## src/rtl/i2c_cmd_queue.sv

```systemverilog
// I2C command queue: host commands are buffered in a FIFO and issued one at a time to an I2C master.
// Each command yields one response. Defining I2C_CMDQ_TIMEOUT_EN adds a done watchdog.
//
// state   | meaning
// S_IDLE  | no command outstanding, waiting for a queued entry and master not busy
// S_ISSUE | newd strobe, FIFO head driven on op/addr/din and popped
// S_WAIT  | waiting for a fresh done rising edge (or watchdog expiry)
// S_RESP  | response held on rsp_* until the host takes it
module i2c_cmd_queue #(
  parameter int DEPTH          = 4,
  parameter int TIMEOUT_CYCLES = 4096
) (
  input  logic                     clk,
  input  logic                     rst,
  input  logic                     cmd_valid,
  output logic                     cmd_ready,
  input  logic                     cmd_op,
  input  logic [6:0]               cmd_addr,
  input  logic [7:0]               cmd_data,
  output logic                     newd,
  output logic                     op,
  output logic [6:0]               addr,
  output logic [7:0]               din,
  input  logic                     busy,
  input  logic                     done,
  input  logic                     ack_err,
  input  logic [7:0]               dout,
  output logic                     rsp_valid,
  input  logic                     rsp_ready,
  output logic                     rsp_op,
  output logic [7:0]               rsp_data,
  output logic                     rsp_err,
  output logic                     rsp_timeout,
  output logic [$clog2(DEPTH):0]   cmd_count
);

  localparam int AW = (DEPTH > 1) ? $clog2(DEPTH) : 1;
  localparam int CW = $clog2(DEPTH) + 1;

  typedef enum logic [1:0] {
    S_IDLE  = 2'd0,
    S_ISSUE = 2'd1,
    S_WAIT  = 2'd2,
    S_RESP  = 2'd3
  } state_t;

  state_t        r_state;
  state_t        w_state_nxt;

  logic [15:0]   r_mem [DEPTH];
  logic [AW-1:0] r_wr_ptr;
  logic [AW-1:0] r_rd_ptr;
  logic [CW-1:0] r_count;
  logic [15:0]   w_head;
  logic          w_push;
  logic          w_pop;
  logic          w_load;
  logic          w_capture;

  logic          r_done_q;
  logic          w_done_rise;
  logic          w_wd_expire;

  logic          r_op;
  logic [6:0]    r_addr;
  logic [7:0]    r_din;
  logic          r_rsp_op;
  logic [7:0]    r_rsp_data;
  logic          r_rsp_err;

  if ((DEPTH < 2) || (DEPTH > 16) || ((DEPTH & (DEPTH - 1)) != 0)) begin : g_bad_depth
    $error("i2c_cmd_queue: DEPTH must be a power of two in 2..16");
  end
  if (TIMEOUT_CYCLES < 2) begin : g_bad_timeout
    $error("i2c_cmd_queue: TIMEOUT_CYCLES must be at least 2");
  end

  assign cmd_ready = (r_count < CW'(DEPTH));
  assign cmd_count = r_count;
  assign w_push    = cmd_valid & cmd_ready;
  assign w_pop     = (r_state == S_ISSUE);
  assign w_head    = r_mem[r_rd_ptr];

  // Storage needs no reset: occupancy and pointers alone define valid entries.
  always_ff @(posedge clk) begin
    if (w_push) begin
      r_mem[r_wr_ptr] <= {cmd_op, cmd_addr, cmd_data};
    end
  end

  always_ff @(posedge clk or posedge rst) begin
    if (rst) begin
      r_wr_ptr <= '0;
      r_rd_ptr <= '0;
      r_count  <= '0;
    end else begin
      if (w_push) begin
        r_wr_ptr <= r_wr_ptr + AW'(1);
      end
      if (w_pop) begin
        r_rd_ptr <= r_rd_ptr + AW'(1);
      end
      case ({w_push, w_pop})
        2'b10:   r_count <= r_count + CW'(1);
        2'b01:   r_count <= r_count - CW'(1);
        default: r_count <= r_count;
      endcase
    end
  end

  always_ff @(posedge clk or posedge rst) begin
    if (rst) begin
      r_done_q <= 1'b0;
    end else begin
      r_done_q <= done;
    end
  end

  assign w_done_rise = done & ~r_done_q;

`ifdef I2C_CMDQ_TIMEOUT_EN
  localparam int WW = $clog2(TIMEOUT_CYCLES + 1);

  logic [WW-1:0] r_wd;
  logic          r_rsp_timeout;

  // Loaded in ISSUE so that expiry lands RESP exactly TIMEOUT_CYCLES after the strobe.
  always_ff @(posedge clk or posedge rst) begin
    if (rst) begin
      r_wd <= '0;
    end else if (r_state == S_ISSUE) begin
      r_wd <= WW'(TIMEOUT_CYCLES - 2);
    end else if ((r_state == S_WAIT) && (r_wd != '0)) begin
      r_wd <= r_wd - WW'(1);
    end
  end

  assign w_wd_expire = (r_state == S_WAIT) && (r_wd == '0);

  always_ff @(posedge clk or posedge rst) begin
    if (rst) begin
      r_rsp_timeout <= 1'b0;
    end else if (w_capture) begin
      r_rsp_timeout <= ~w_done_rise;
    end
  end

  assign rsp_timeout = r_rsp_timeout;
`else
  assign w_wd_expire = 1'b0;
  assign rsp_timeout = 1'b0;
`endif

  always_ff @(posedge clk or posedge rst) begin
    if (rst) begin
      r_state <= S_IDLE;
    end else begin
      r_state <= w_state_nxt;
    end
  end

  always_comb begin
    w_state_nxt = r_state;
    newd        = 1'b0;
    case (r_state)
      S_IDLE: begin
        if ((r_count != '0) && !busy) begin
          w_state_nxt = S_ISSUE;
        end
      end
      S_ISSUE: begin
        newd        = 1'b1;
        w_state_nxt = S_WAIT;
      end
      S_WAIT: begin
        if (w_done_rise || w_wd_expire) begin
          w_state_nxt = S_RESP;
        end
      end
      S_RESP: begin
        if (rsp_ready) begin
          w_state_nxt = S_IDLE;
        end
      end
      default: w_state_nxt = S_IDLE;
    endcase
  end

  assign w_load    = (r_state == S_IDLE) && (w_state_nxt == S_ISSUE);
  assign w_capture = (r_state == S_WAIT) && (w_state_nxt == S_RESP);

  // Head is latched one cycle early so op/addr/din are already valid during the newd strobe.
  always_ff @(posedge clk or posedge rst) begin
    if (rst) begin
      r_op   <= 1'b0;
      r_addr <= '0;
      r_din  <= '0;
    end else if (w_load) begin
      {r_op, r_addr, r_din} <= w_head;
    end
  end

  always_ff @(posedge clk or posedge rst) begin
    if (rst) begin
      r_rsp_op   <= 1'b0;
      r_rsp_data <= '0;
      r_rsp_err  <= 1'b0;
    end else if (w_capture) begin
      r_rsp_op <= r_op;
      if (w_done_rise) begin
        r_rsp_data <= r_op ? dout : 8'h00;
        r_rsp_err  <= ack_err;
      end else begin
        r_rsp_data <= 8'h00;
        r_rsp_err  <= 1'b1;
      end
    end
  end

  assign op        = r_op;
  assign addr      = r_addr;
  assign din       = r_din;
  assign rsp_valid = (r_state == S_RESP);
  assign rsp_op    = r_rsp_op;
  assign rsp_data  = r_rsp_data;
  assign rsp_err   = r_rsp_err;

endmodule

```

## config.mk

```make
export PLATFORM = sky130hd
export DESIGN_NAME = i2c_cmd_queue
export DESIGN_NICKNAME = d
export VERILOG_FILES = /design/src/rtl/i2c_cmd_queue.sv
export SDC_FILE = /design/constraint.sdc
export NUM_CORES = 1
export LEC_CHECK = 0
export ABC_AREA = 1
export BUFFER_PORTS_ARGS = -buffer_cell sky130_fd_sc_hd__buf_2
export CAP_MARGIN = 25
export CORE_AREA = 2 2 76 114
export DETAILED_ROUTE_END_ITERATION = 10
export DIE_AREA = 0 0 78 116
export PLACE_DENSITY_LB_ADDON = 0.05
export SLEW_MARGIN = 25
export SYNTH_ARGS = -nofsm -noshare
export SYNTH_HDL_FRONTEND = slang
export SYNTH_SLANG_ARGS = --single-unit
```

## constraint.sdc

```tcl
create_clock -name clk -period 4.79 [get_ports clk]
set_clock_uncertainty 0.2 [all_clocks]
set_input_delay 0 -clock clk [delete_from_list [all_inputs] [get_ports clk]]
set_output_delay 0 -clock clk [all_outputs]
set_load 0.02 [all_outputs]
```

==> qor.csv, run 1 <==
stage,metric,value,unit
outcome,status,"complete, no violations",
worst_setup_path,cell family with most CP delay,adder cells,
hold_path,Hold WC Path Type,in2async,
worst_setup_path,crit path max-delay cell type,dfrtp_1,
yosys,"top cells by area, synth","edfxtp_1, dfrtp_1, nand2_1",
worst_setup_path,FF-to-FF Start,r_state[0],
yosys,average size of a mapped cell,9.934,µm²
finish,Final Core Density,66.31,%
pwr,Comb pwr share,33.9,%
route,Vias per Instance,4.502,
floorplan,io pins,64,
placement,Post-Place Setup Slack,2.822,ns
placement,hpwl dp,5000,µm
cts,H-Tree Level Count,3,
grt,total global-route track usage,18.88,%
grt,total gr overflow,0,
cts,TritonCTS clock tree,yes,
worst_setup_path,CP Data Required Time,4.82,ns
timing,Final Setup Violations,0,
yosys,Synth top area share,44.68,%
yosys,Yosys warnings,0,
finish,layout cell share with drive strength beyond 1,17.67,%
yosys,Mapped Nets,470,
grt,M2 GR Usage,31.67,%
cts,clock buffer count from CTS,9,
timing,FMAX,0.5116,GHz
worst_setup_path,Crit. End Element,register,
yosys,ys async rst share,36.00,%
floorplan,# rows,40,
grt,initial antenna violation count,0,
yosys,Mapped Cells,433,
cts,PostCTS Resize Cnt,0,
worst_setup_path,critical-path cell list,inv_1 -> nor2_2 -> ha_1 -> inv_1 -> fa_1 -> nand2_1 -> nand3b_1 -> xor2_1,
yosys,#FFs+latches synth,100,
grt,first-pass GRT wire length,13030,µm
pwr,VDD IR-drop max,0.3224,mV
route,wire per inst,12.29,µm
route,drt pass-1 iters,6,
timing,Setup TNS,0,ns
flow_run,Max Cap Viol,0,
grt,GR peak layer,met2,
route,via count,2868,
yosys,Post-synth EDFFs,64,
pwr,Clock power frac,25.0,%
cts,clk sinks,100,
worst_setup_path,Buf/Inv on CP,2,
worst_setup_path,CP Class,reg2reg,
worst_setup_path,R2R setup slack,2.84,ns
placement,PortBufs,62,
worst_setup_path,crit-path max FO,5,
timing,part of the cycle the worst path needs,40.81,%
worst_setup_path,crit start category,register,
floorplan,Starting Density,53.72,%
route,Remaining DRCs,0,
pwr,Tot Pwr,3.091,mW
timing,Fin. Hold Viols,0,
worst_setup_path,Worst Reg-to-Reg Cells,8,
cts,"Clk pin slew, worst setup/hold paths",0.06,ns
worst_setup_path,Reg-to-Reg End,cmd_count[2],
pwr,sw frac,36.14,%
placement,global placement routability congestion,0.8026,
grt,largest net degree at the start of global routing,37,
route,antenna violation net count after detailed routing,0,
timing,max-slew violations,0,
finish,Diodes inserted,0,
cts,Root Driver,clkbuf_16,
pwr,NetSw,1.117,mW
timing,RSZ-0062 raised after global routing,false,
placement,Placed Instances,591,
yosys,dominant register cell in the synthesized netlist,edfxtp_1,
cts,CTS Hold Buffers Added,30,
grt,number of global-route vias before repair,2745,
pwr,P_int,1.974,mW
pwr,Power Density,582.2,nW/µm²
grt,grt met3 use,3.816,%
cts,buffer depth of the longest clock path,2,
finish,P&R area growth vs syn,23.44,%
timing,Rel. slew slack,51.60,%
worst_setup_path,Crit path top cell by count,inv_1,
route,WL final,7831,µm
grt,grt met1 use,23.85,%
timing,Worst Tran Pin Value,0.7261,ns
finish,fin nets,564,
pwr,Seq pwr share,41.0,%
floorplan,Die X,78,µm
worst_setup_path,CP Data Arrival Time,1.98,ns
yosys,sequential area share after synthesis,65.62,%
cts,# Post-CTS Setup Buffers,0,
finish,filler cell count,637,
yosys,largest area contributor in the netlist,edfxtp_1,
timing,Final min period,1.955,ns
pwr,Leak,2.669,nW
finish,fin cells,637,
worst_setup_path,"Largest stage delay, worst path",0.41,ns
route,drt initial violations,181,
yosys,"Cell Area, Synth",4302,µm²
cts,Skew-Pair Late Insertion Delay,0.34,ns
timing,post-route setup slack,2.835,ns
yosys,Netlist cell types,22,
floorplan,die area,9048,µm²
floorplan,Die Span Y,116,µm
floorplan,Placeable Area,8008,µm²
[stage by stage]
step	area, µm²	hold WS, ns
after CTS	5310	0.1122
after detailed placement	4682	-0.07057
final	5310	0.1078
after floorplan	4302	-0.1686
after global routing	5310	0.1216
after global placement	4682	-0.07415
[power by group through the flow]
stage | Combinational (mW) | Sequential (mW) | Clock (mW)
6_report | 1.05 | 1.27 | 0.773
5_1_grt | 1.19 | 1.30 | 0.830
4_1_cts | 1.07 | 1.27 | 0.797
3_5_place_dp | 1.04 | 1.28 | 0
3_3_place_gp | 1.03 | 1.28 | 0
2_1_floorplan | 0.658 | 1.38 | 0
[cells in the final DEF (no fill, tap or decap), types with 2 or more instances in the layout]
cell type,instances
bufinv_16,2
clkbuf_1,2
buf_4,6
edfxtp_1,64
ha_1,5
nand3_1,41
nand2_1,160
nor2_1,7
dlygate4sd3_1,30
inv_2,6
o21ai_0,2
nor2_2,3
a21oi_1,2
inv_1,81
clkbuf_16,10
xor2_1,4
clkinv_2,2
buf_2,62
dfrtp_1,36
[metal layers]
metal	up-vias	routed length (µm)	share of wire [%]
li1	1511	-	-
met1	1279	3638	46
met2	69	3775	48
met3	9	297	3.8
met4	0	121	1.5
met5	-	0	0
[Yosys cell counts (all sizes together), types with 2 or more instances]
| cell type | number |
|---|---|
| nand2 | 160 |
| xor2 | 4 |
| edfxtp | 64 |
| inv | 87 |
| ha | 5 |
| nor2 | 11 |
| nand3 | 42 |
| a21oi | 2 |
| dfrtp | 36 |
| o21ai | 2 |
| buf | 15 |
[logic make-up (layout without fill, tap and decap cells)]
kind of cell               after synthesis  in the layout  share of synthesized area (%)
AOI/OAI and AO/OA                        4              4                         0.4654
xor gates and xnor gates                 5              5                          1.018
adders and majority gates                6              6                          1.920
buffers and inverters                  103            202                          10.27
DFF                                    100            100                          65.62
other                                    1              1                        0.08718
and+or+nand+nor                        214            214                          20.62
[layout make-up]
type | instances | area, µm² | share of cell area (%)
well taps | 105 | 131.4 | 2.474
repair buffers | 98 | 655.6 | 12.35
clock inverters | 4 | 70.07 | 1.320
flip-flops and latches | 100 | 2823 | 53.16
multi-input cells | 230 | 1037 | 19.53
clock buffers | 12 | 257.7 | 4.854
inverters | 88 | 335.3 | 6.315
[worst min-delay path, delay by kind of cell]
family   cells  cell delay (ns)
buf+inv      4             1.08
[how the worst max path moves through the flow]
stage,startpoint,endpoint,slack (ns),cells after the start
floorplan,cmd_count[2],r_mem[0][0],2.68,3
global placement,r_state[0],cmd_count[2],2.89,8
detailed placement,r_state[0],cmd_count[2],2.82,8
CTS,r_state[0],cmd_count[2],2.82,8
global route,r_state[0],cmd_count[2],2.62,9
finish,r_state[0],cmd_count[2],2.84,8
[sequential cells by signal, indices dropped and copies added (netlist names), 2 cells and up]
register   flops
rsp_data       8
cmd_count      3
r_state        2
r_mem         64
addr           7
r_rd_ptr       2
r_wr_ptr       2
din            8
Power figures use the tool's default switching activity.
==> inputs of run 2 (changes only) <==
--- a/config.mk
+++ b/config.mk
@@ -8,9 +8,9 @@
 export ABC_AREA = 1
 export BUFFER_PORTS_ARGS = -buffer_cell sky130_fd_sc_hd__buf_2
 export CAP_MARGIN = 25
-export CORE_AREA = 2 2 76 114
+export CORE_AREA = 2 2 78 118
 export DETAILED_ROUTE_END_ITERATION = 10
-export DIE_AREA = 0 0 78 116
+export DIE_AREA = 0 0 80 120
 export PLACE_DENSITY_LB_ADDON = 0.05
 export SLEW_MARGIN = 25
 export SYNTH_ARGS = -nofsm -noshare
==> constraint.sdc (replaced) <==
create_clock -name clk -period 1.7 [get_ports clk]
set_clock_uncertainty 0.2 [all_clocks]
set_input_delay 0 -clock clk [delete_from_list [all_inputs] [get_ports clk]]
set_output_delay 0 -clock clk [all_outputs]
set_load 0.02 [all_outputs]
==> run 2 against run 1 <==
The flow now finishes with violations (negative setup slack). Design area grew 2.2%. Setup slack lost 2.8 ns. Sequential share of layout area shrank 1.1 points. Clock power grew 150%. Sequential power grew to 2.8 times the previous value.
==> qor.csv, run 2 (synthesis results as in run 1) <==
stage,metric,value,unit
cts,"Clk pin slew, worst setup/hold paths",0.07,ns
pwr,Seq pwr share,39.8,%
timing,Final min period,1.705,ns
finish,"Most flops, register",r_mem,
finish,footprint of the multi-input gates,1072,µm²
hold_path,hold path cells,2,
finish,filler cell count,700,
worst_setup_path,crit-path max FO,2,
pwr,Tot Pwr,8.807,mW
finish,Reg area,2824,µm²
cts,clock buffer count from CTS,9,
worst_setup_path,crit start category,register,
finish,most frequent cells in the layout,"nand2_1, inv_1, edfxtp_1",
pwr,NetSw,3.265,mW
route,Remaining DRCs,0,
timing,FMAX,0.5865,GHz
route,via count,2991,
hold_path,Hold WC Path Type,in2reg,
flow_run,Max Cap Viol,0,
pwr,VDD IR-drop max,0.9225,mV
route,WL final,8251,µm
timing,Hold Slack,0.1244,ns
timing,Final Setup Violations,1,
finish,"commonest non-fill, non-tap cell in the layout",nand2_1,
timing,Setup TNS,-0.004928,ns
floorplan,Die Span Y,120,µm
route,antenna violation net count after detailed routing,0,
cts,Skew-Pair Late Insertion Delay,0.34,ns
cts,# Post-CTS Setup Buffers,0,
worst_setup_path,CP Class,reg2reg,
cts,TritonCTS clock tree,yes,
finish,fin nets,572,
finish,layout cell share with drive strength beyond 1,20.37,%
outcome,failing checks,negative setup slack,
placement,hpwl dp,5318,µm
floorplan,# rows,42,
pwr,P_int,5.542,mW
pwr,Leak,2.691,nW
worst_setup_path,CP Data Required Time,1.73,ns
route,drt initial violations,120,
floorplan,Starting Density,49.91,%
grt,total global-route track usage,18.61,%
timing,RSZ-0062 raised after global routing,true,
timing,max-slew violations,0,
finish,Final Core Density,62.95,%
floorplan,Placeable Area,8618,µm²
cts,clk sinks,100,
worst_setup_path,CP Data Arrival Time,1.74,ns
placement,PortBufs,62,
outcome,status,"complete, but fails checks",
grt,total gr overflow,0,
timing,part of the cycle the worst path needs,100.3,%
finish,P&R area growth vs syn,26.12,%
grt,first-pass GRT wire length,13320,µm
floorplan,io pins,64,
cts,Root Driver,clkbuf_16,
finish,Largest register FFs,64,
timing,Fin. Hold Viols,0,
pwr,Comb pwr share,38.2,%
placement,global placement routability congestion,0.7031,
route,wire per inst,12.69,µm
grt,largest net degree at the start of global routing,37,
timing,post-route setup slack,-0.004928,ns
grt,initial antenna violation count,0,
pwr,Power Density,1623,nW/µm²
finish,Diodes inserted,0,
pwr,Clock power frac,21.9,%
cts,buffer depth of the longest clock path,2,
route,Vias per Instance,4.602,
worst_setup_path,Worst Reg-to-Reg Cells,7,
floorplan,die area,9600,µm²
route,drt pass-1 iters,4,
placement,Post-Place Setup Slack,0.005125,ns
grt,number of global-route vias before repair,2753,
pwr,sw frac,37.07,%
cts,H-Tree Level Count,3,
worst_setup_path,Crit. End Element,register,
floorplan,Die X,80,µm
-- run 2: path summary, 6_finish.rpt --
check	start	to	slack, ns
max	r_state[1]	cmd_count[2]	-0.005
min	done	r_done_q	0.12
max reg2reg	r_state[1]	cmd_count[2]	-0.005
min reg2reg	addr[0]	addr[0]	0.28
max in group asynchronous	rst	cmd_count[2]	0.82
min in group asynchronous	rst	rsp_data[2]	0.14
-- run 2: layout make-up --
class                   count  area share, %
clock buffers              13          4.428
clock inverters             3         0.6919
inverters                  88          6.181
flip-flops and latches    100          52.05
well taps                 110          2.537
multi-input cells         230          19.76
repair buffers            106          14.35
-- run 2: power by group through the flow --
| stage | logic, mW | registers (mW) | clock network, mW |
|---|---|---|---|
| after CTS | 3.40 | 3.51 | 1.98 |
| after global placement | 3.28 | 3.53 | 0 |
| after global routing | 3.78 | 3.58 | 2.08 |
| final | 3.37 | 3.51 | 1.93 |
| after floorplan | 1.91 | 3.90 | 0 |
| after detailed placement | 3.34 | 3.55 | 0 |
-- run 2: what timing repair did --
item,CTS,global route
gates resized for setup,0,2
hold endpoints to repair,132,0
setup endpoints to repair,0,1
hold buffers,30,0
-- run 2: layer usage --
metal	part of all wire [%]	GRT usage [%]	vias up
met1	44	22.83	1373
met4	1.8	7.627	0
met2	50	31.56	84
met5	0	0	-
met3	4.8	3.910	9
li1	-	-	1525
-- run 2: through the flow --
| step | cell area (µm²) | cells |
|---|---|---|
| 2_1_floorplan | 4335 | 433 |
| 4_1_cts | 5423 | 650 |
| 6_report | 5425 | 650 |
| 3_3_place_gp | 4845 | 604 |
| 5_1_grt | 5425 | 650 |
| 3_5_place_dp | 4845 | 604 |
-- run 2: critical path, stage by stage (launching register included) --
cell,delay (ns)
dfrtp_1,0.41
nor2_4,0.14
ha_4,0.14
inv_2,0.04
fa_2,0.35
nand2_2,0.06
nand3b_1,0.09
xor2_1,0.15
==> inputs of run 3 (changes only) <==
--- a/config.mk
+++ b/config.mk
@@ -5,12 +5,12 @@
 export SDC_FILE = /design/constraint.sdc
 export NUM_CORES = 1
 export LEC_CHECK = 0
-export ABC_AREA = 1
+export ABC_AREA = 0
 export BUFFER_PORTS_ARGS = -buffer_cell sky130_fd_sc_hd__buf_2
 export CAP_MARGIN = 25
-export CORE_AREA = 2 2 78 118
+export CORE_AREA = 2 2 76 114
 export DETAILED_ROUTE_END_ITERATION = 10
-export DIE_AREA = 0 0 80 120
+export DIE_AREA = 0 0 78 116
 export PLACE_DENSITY_LB_ADDON = 0.05
 export SLEW_MARGIN = 25
 export SYNTH_ARGS = -nofsm -noshare
==> run 3 against run 2 <==
The run still ends with negative setup slack left. Sequential cell count unchanged. Critical endpoint is now addr[1]. Setup slack worse by 0.022 ns. Critical path type unchanged. Cell count is 32% lower. Global-route usage decreased by 1.1 points. Synthesized cell count fell by 52%. Critical path depth down 3.
==> qor.csv, run 3 <==
stage,metric,value,unit
outcome,status,"complete, but fails checks",
outcome,failing checks,negative setup slack,
route,drt initial violations,36,
route,antenna violation net count after detailed routing,0,
pwr,Power Density,1671,nW/µm²
finish,"commonest non-fill, non-tap cell in the layout",edfxtp_1,
grt,total global-route track usage,17.51,%
timing,part of the cycle the worst path needs,101.6,%
worst_setup_path,CP Data Arrival Time,1.75,ns
cts,Skew-Pair Late Insertion Delay,0.34,ns
worst_setup_path,crit-path max FO,17,
worst_setup_path,crit path max-delay cell type,dfrtp_2,
floorplan,Die Span Y,116,µm
cts,TritonCTS clock tree,yes,
yosys,"top cells by area, synth","edfxtp_1, dfrtp_1, mux4_1",
floorplan,io pins,64,
floorplan,Placeable Area,8008,µm²
finish,Reg area,2829,µm²
grt,initial antenna violation count,0,
finish,footprint of the multi-input gates,1062,µm²
floorplan,Starting Density,48.98,%
cts,"Clk pin slew, worst setup/hold paths",0.06,ns
placement,PortBufs,62,
worst_setup_path,R2R setup slack,-0.03,ns
worst_setup_path,crit start category,register,
yosys,#FFs+latches synth,100,
timing,max-slew violations,0,
cts,H-Tree Level Count,3,
worst_setup_path,"Largest stage delay, worst path",0.43,ns
worst_setup_path,CP Data Required Time,1.72,ns
pwr,VDD IR-drop max,0.9015,mV
yosys,Synth top area share,49.00,%
timing,post-route setup slack,-0.02678,ns
grt,number of global-route vias before repair,2312,
cts,buffer depth of the longest clock path,2,
route,WL final,7113,µm
yosys,largest area contributor in the netlist,edfxtp_1,
floorplan,Die X,78,µm
yosys,Post-synth EDFFs,64,
yosys,"Cell Area, Synth",3923,µm²
grt,first-pass GRT wire length,11440,µm
pwr,Leak,2.166,nW
route,Vias per Instance,4.927,
timing,Hold Slack,0.1656,ns
route,wire per inst,16.17,µm
yosys,dominant register cell in the synthesized netlist,edfxtp_1,
floorplan,# rows,40,
worst_setup_path,critical-path cell list,buf_4 -> nor4_4 -> buf_12 -> mux2_4,
cts,clock buffer count from CTS,9,
grt,largest net degree at the start of global routing,18,
timing,Fin. Hold Viols,0,
yosys,most common cell in the synthesized netlist,edfxtp_1,
worst_setup_path,cell family with most CP delay,flip-flops,
finish,Largest register FFs,64,
timing,Final Setup Violations,17,
placement,hpwl dp,4507,µm
finish,layout cell share with drive strength beyond 1,44.18,%
cts,clk sinks,100,
finish,Diodes inserted,0,
finish,"Most flops, register",r_mem,
worst_setup_path,Crit. End Element,register,
yosys,Yosys warnings,0,
timing,Final min period,1.727,ns
placement,global placement routability congestion,0.6490,
timing,Setup TNS,-0.3247,ns
yosys,sequential area share after synthesis,71.96,%
finish,most frequent cells in the layout,"edfxtp_1, buf_2, dfrtp_1, dlygate4sd3_1, nand2_1",
finish,filler cell count,591,
route,drt pass-1 iters,4,
hold_path,Hold WC Path Type,in2reg,
cts,Root Driver,clkbuf_16,
finish,fin nets,367,
yosys,Netlist cell types,29,
floorplan,die area,9048,µm²
finish,P&R area growth vs syn,34.10,%
route,via count,2168,
grt,total gr overflow,0,
yosys,Mapped Nets,246,
timing,RSZ-0062 raised after global routing,true,
yosys,Mapped Cells,209,
worst_setup_path,CP Class,reg2reg,
timing,FMAX,0.5791,GHz
route,Remaining DRCs,0,
yosys,ys async rst share,36.00,%
worst_setup_path,Buf/Inv on CP,2,
flow_run,Max Cap Viol,0,
yosys,Commonest cells post-synth,"edfxtp_1, dfrtp_1, nand2_1",
yosys,average size of a mapped cell,18.77,µm²
==> run 3: cell families after synthesis <==
family	share of synthesized area, %
muxes	16.24
xor gates and xnor gates	1.340
other	0.09560
and+or+nand+nor	4.083
adders and majority gates	2.105
buffers and inverters	2.775
AOI/OAI and AO/OA	1.403
DFF	71.96
==> run 3: timing repair <==
item	4_1_cts	5_1_grt
endpoints found under the setup margin	12	26
buffers inserted	2	3
hold endpoints to repair	126	0
resized for setup	6	9
pin swaps	2	0
gates cloned	1	0
hold buffers	31	0
==> run 3: metal layers <==
metal / vias to the layer above / GRT usage, % / share of wire (%)
met5: - / 0 / 0
met4: 0 / 9.123 / 2.1
met3: 9 / 3.271 / 3.0
met2: 48 / 31.49 / 54
met1: 1092 / 19.81 / 41
li1: 1019 / - / -
==> run 3: final timing paths <==
check	cells past startpoint	to	start
worst max-delay path	4	addr[1]	r_state[1]
worst min-delay path	2	r_done_q	done
worst max register to register	4	addr[1]	r_state[1]
worst min register to register	2	rsp_data[3]	rsp_data[3]
max in group asynchronous	5	rsp_data[1]	rst
min in group asynchronous	4	addr[0]	rst
==> run 3: per-stage QoR <==
| step | power, mW | setup WS [ns] | util (%) | instances | instance area, µm² |
|---|---|---|---|---|---|
| 3_5_place_dp | 6.695 | -0.05963 | 57.02 | 388 | 4566 |
| 6_report | 8.789 | -0.02678 | 65.69 | 440 | 5260 |
| 3_3_place_gp | 6.638 | -0.04064 | 57.02 | 388 | 4566 |
| 2_1_floorplan | 5.648 | -0.1785 | - | 209 | 3960 |
| 4_1_cts | 8.887 | -0.03903 | 65.31 | 438 | 5230 |
| 5_1_grt | 9.333 | -0.1029 | 65.69 | 440 | 5260 |
==> run 3: worst reg2reg max path, cell delays in order (launching register included) <==
cell	delay [ns]
dfrtp_2	0.43
buf_4	0.15
nor4_4	0.29
buf_12	0.23
mux2_4	0.32
==> run 3: report_power, final <==
group	internal [mW]	total, mW	switching [mW]
Clock	1.13	1.92	0.796
Sequential	3.27	3.61	0.340
Combinational	1.69	3.26	1.57
Total	6.08	8.79	2.71
==> run 3: layout make-up <==
| class | count | area share, % |
|---|---|---|
| inverter | 9 | 0.6422 |
| clock inverter | 6 | 1.070 |
| multi-input combinational | 90 | 20.20 |
| timing repair buffer | 120 | 17.46 |
| tap | 105 | 2.498 |
| sequential | 100 | 53.78 |
| clock buffer | 10 | 4.353 |
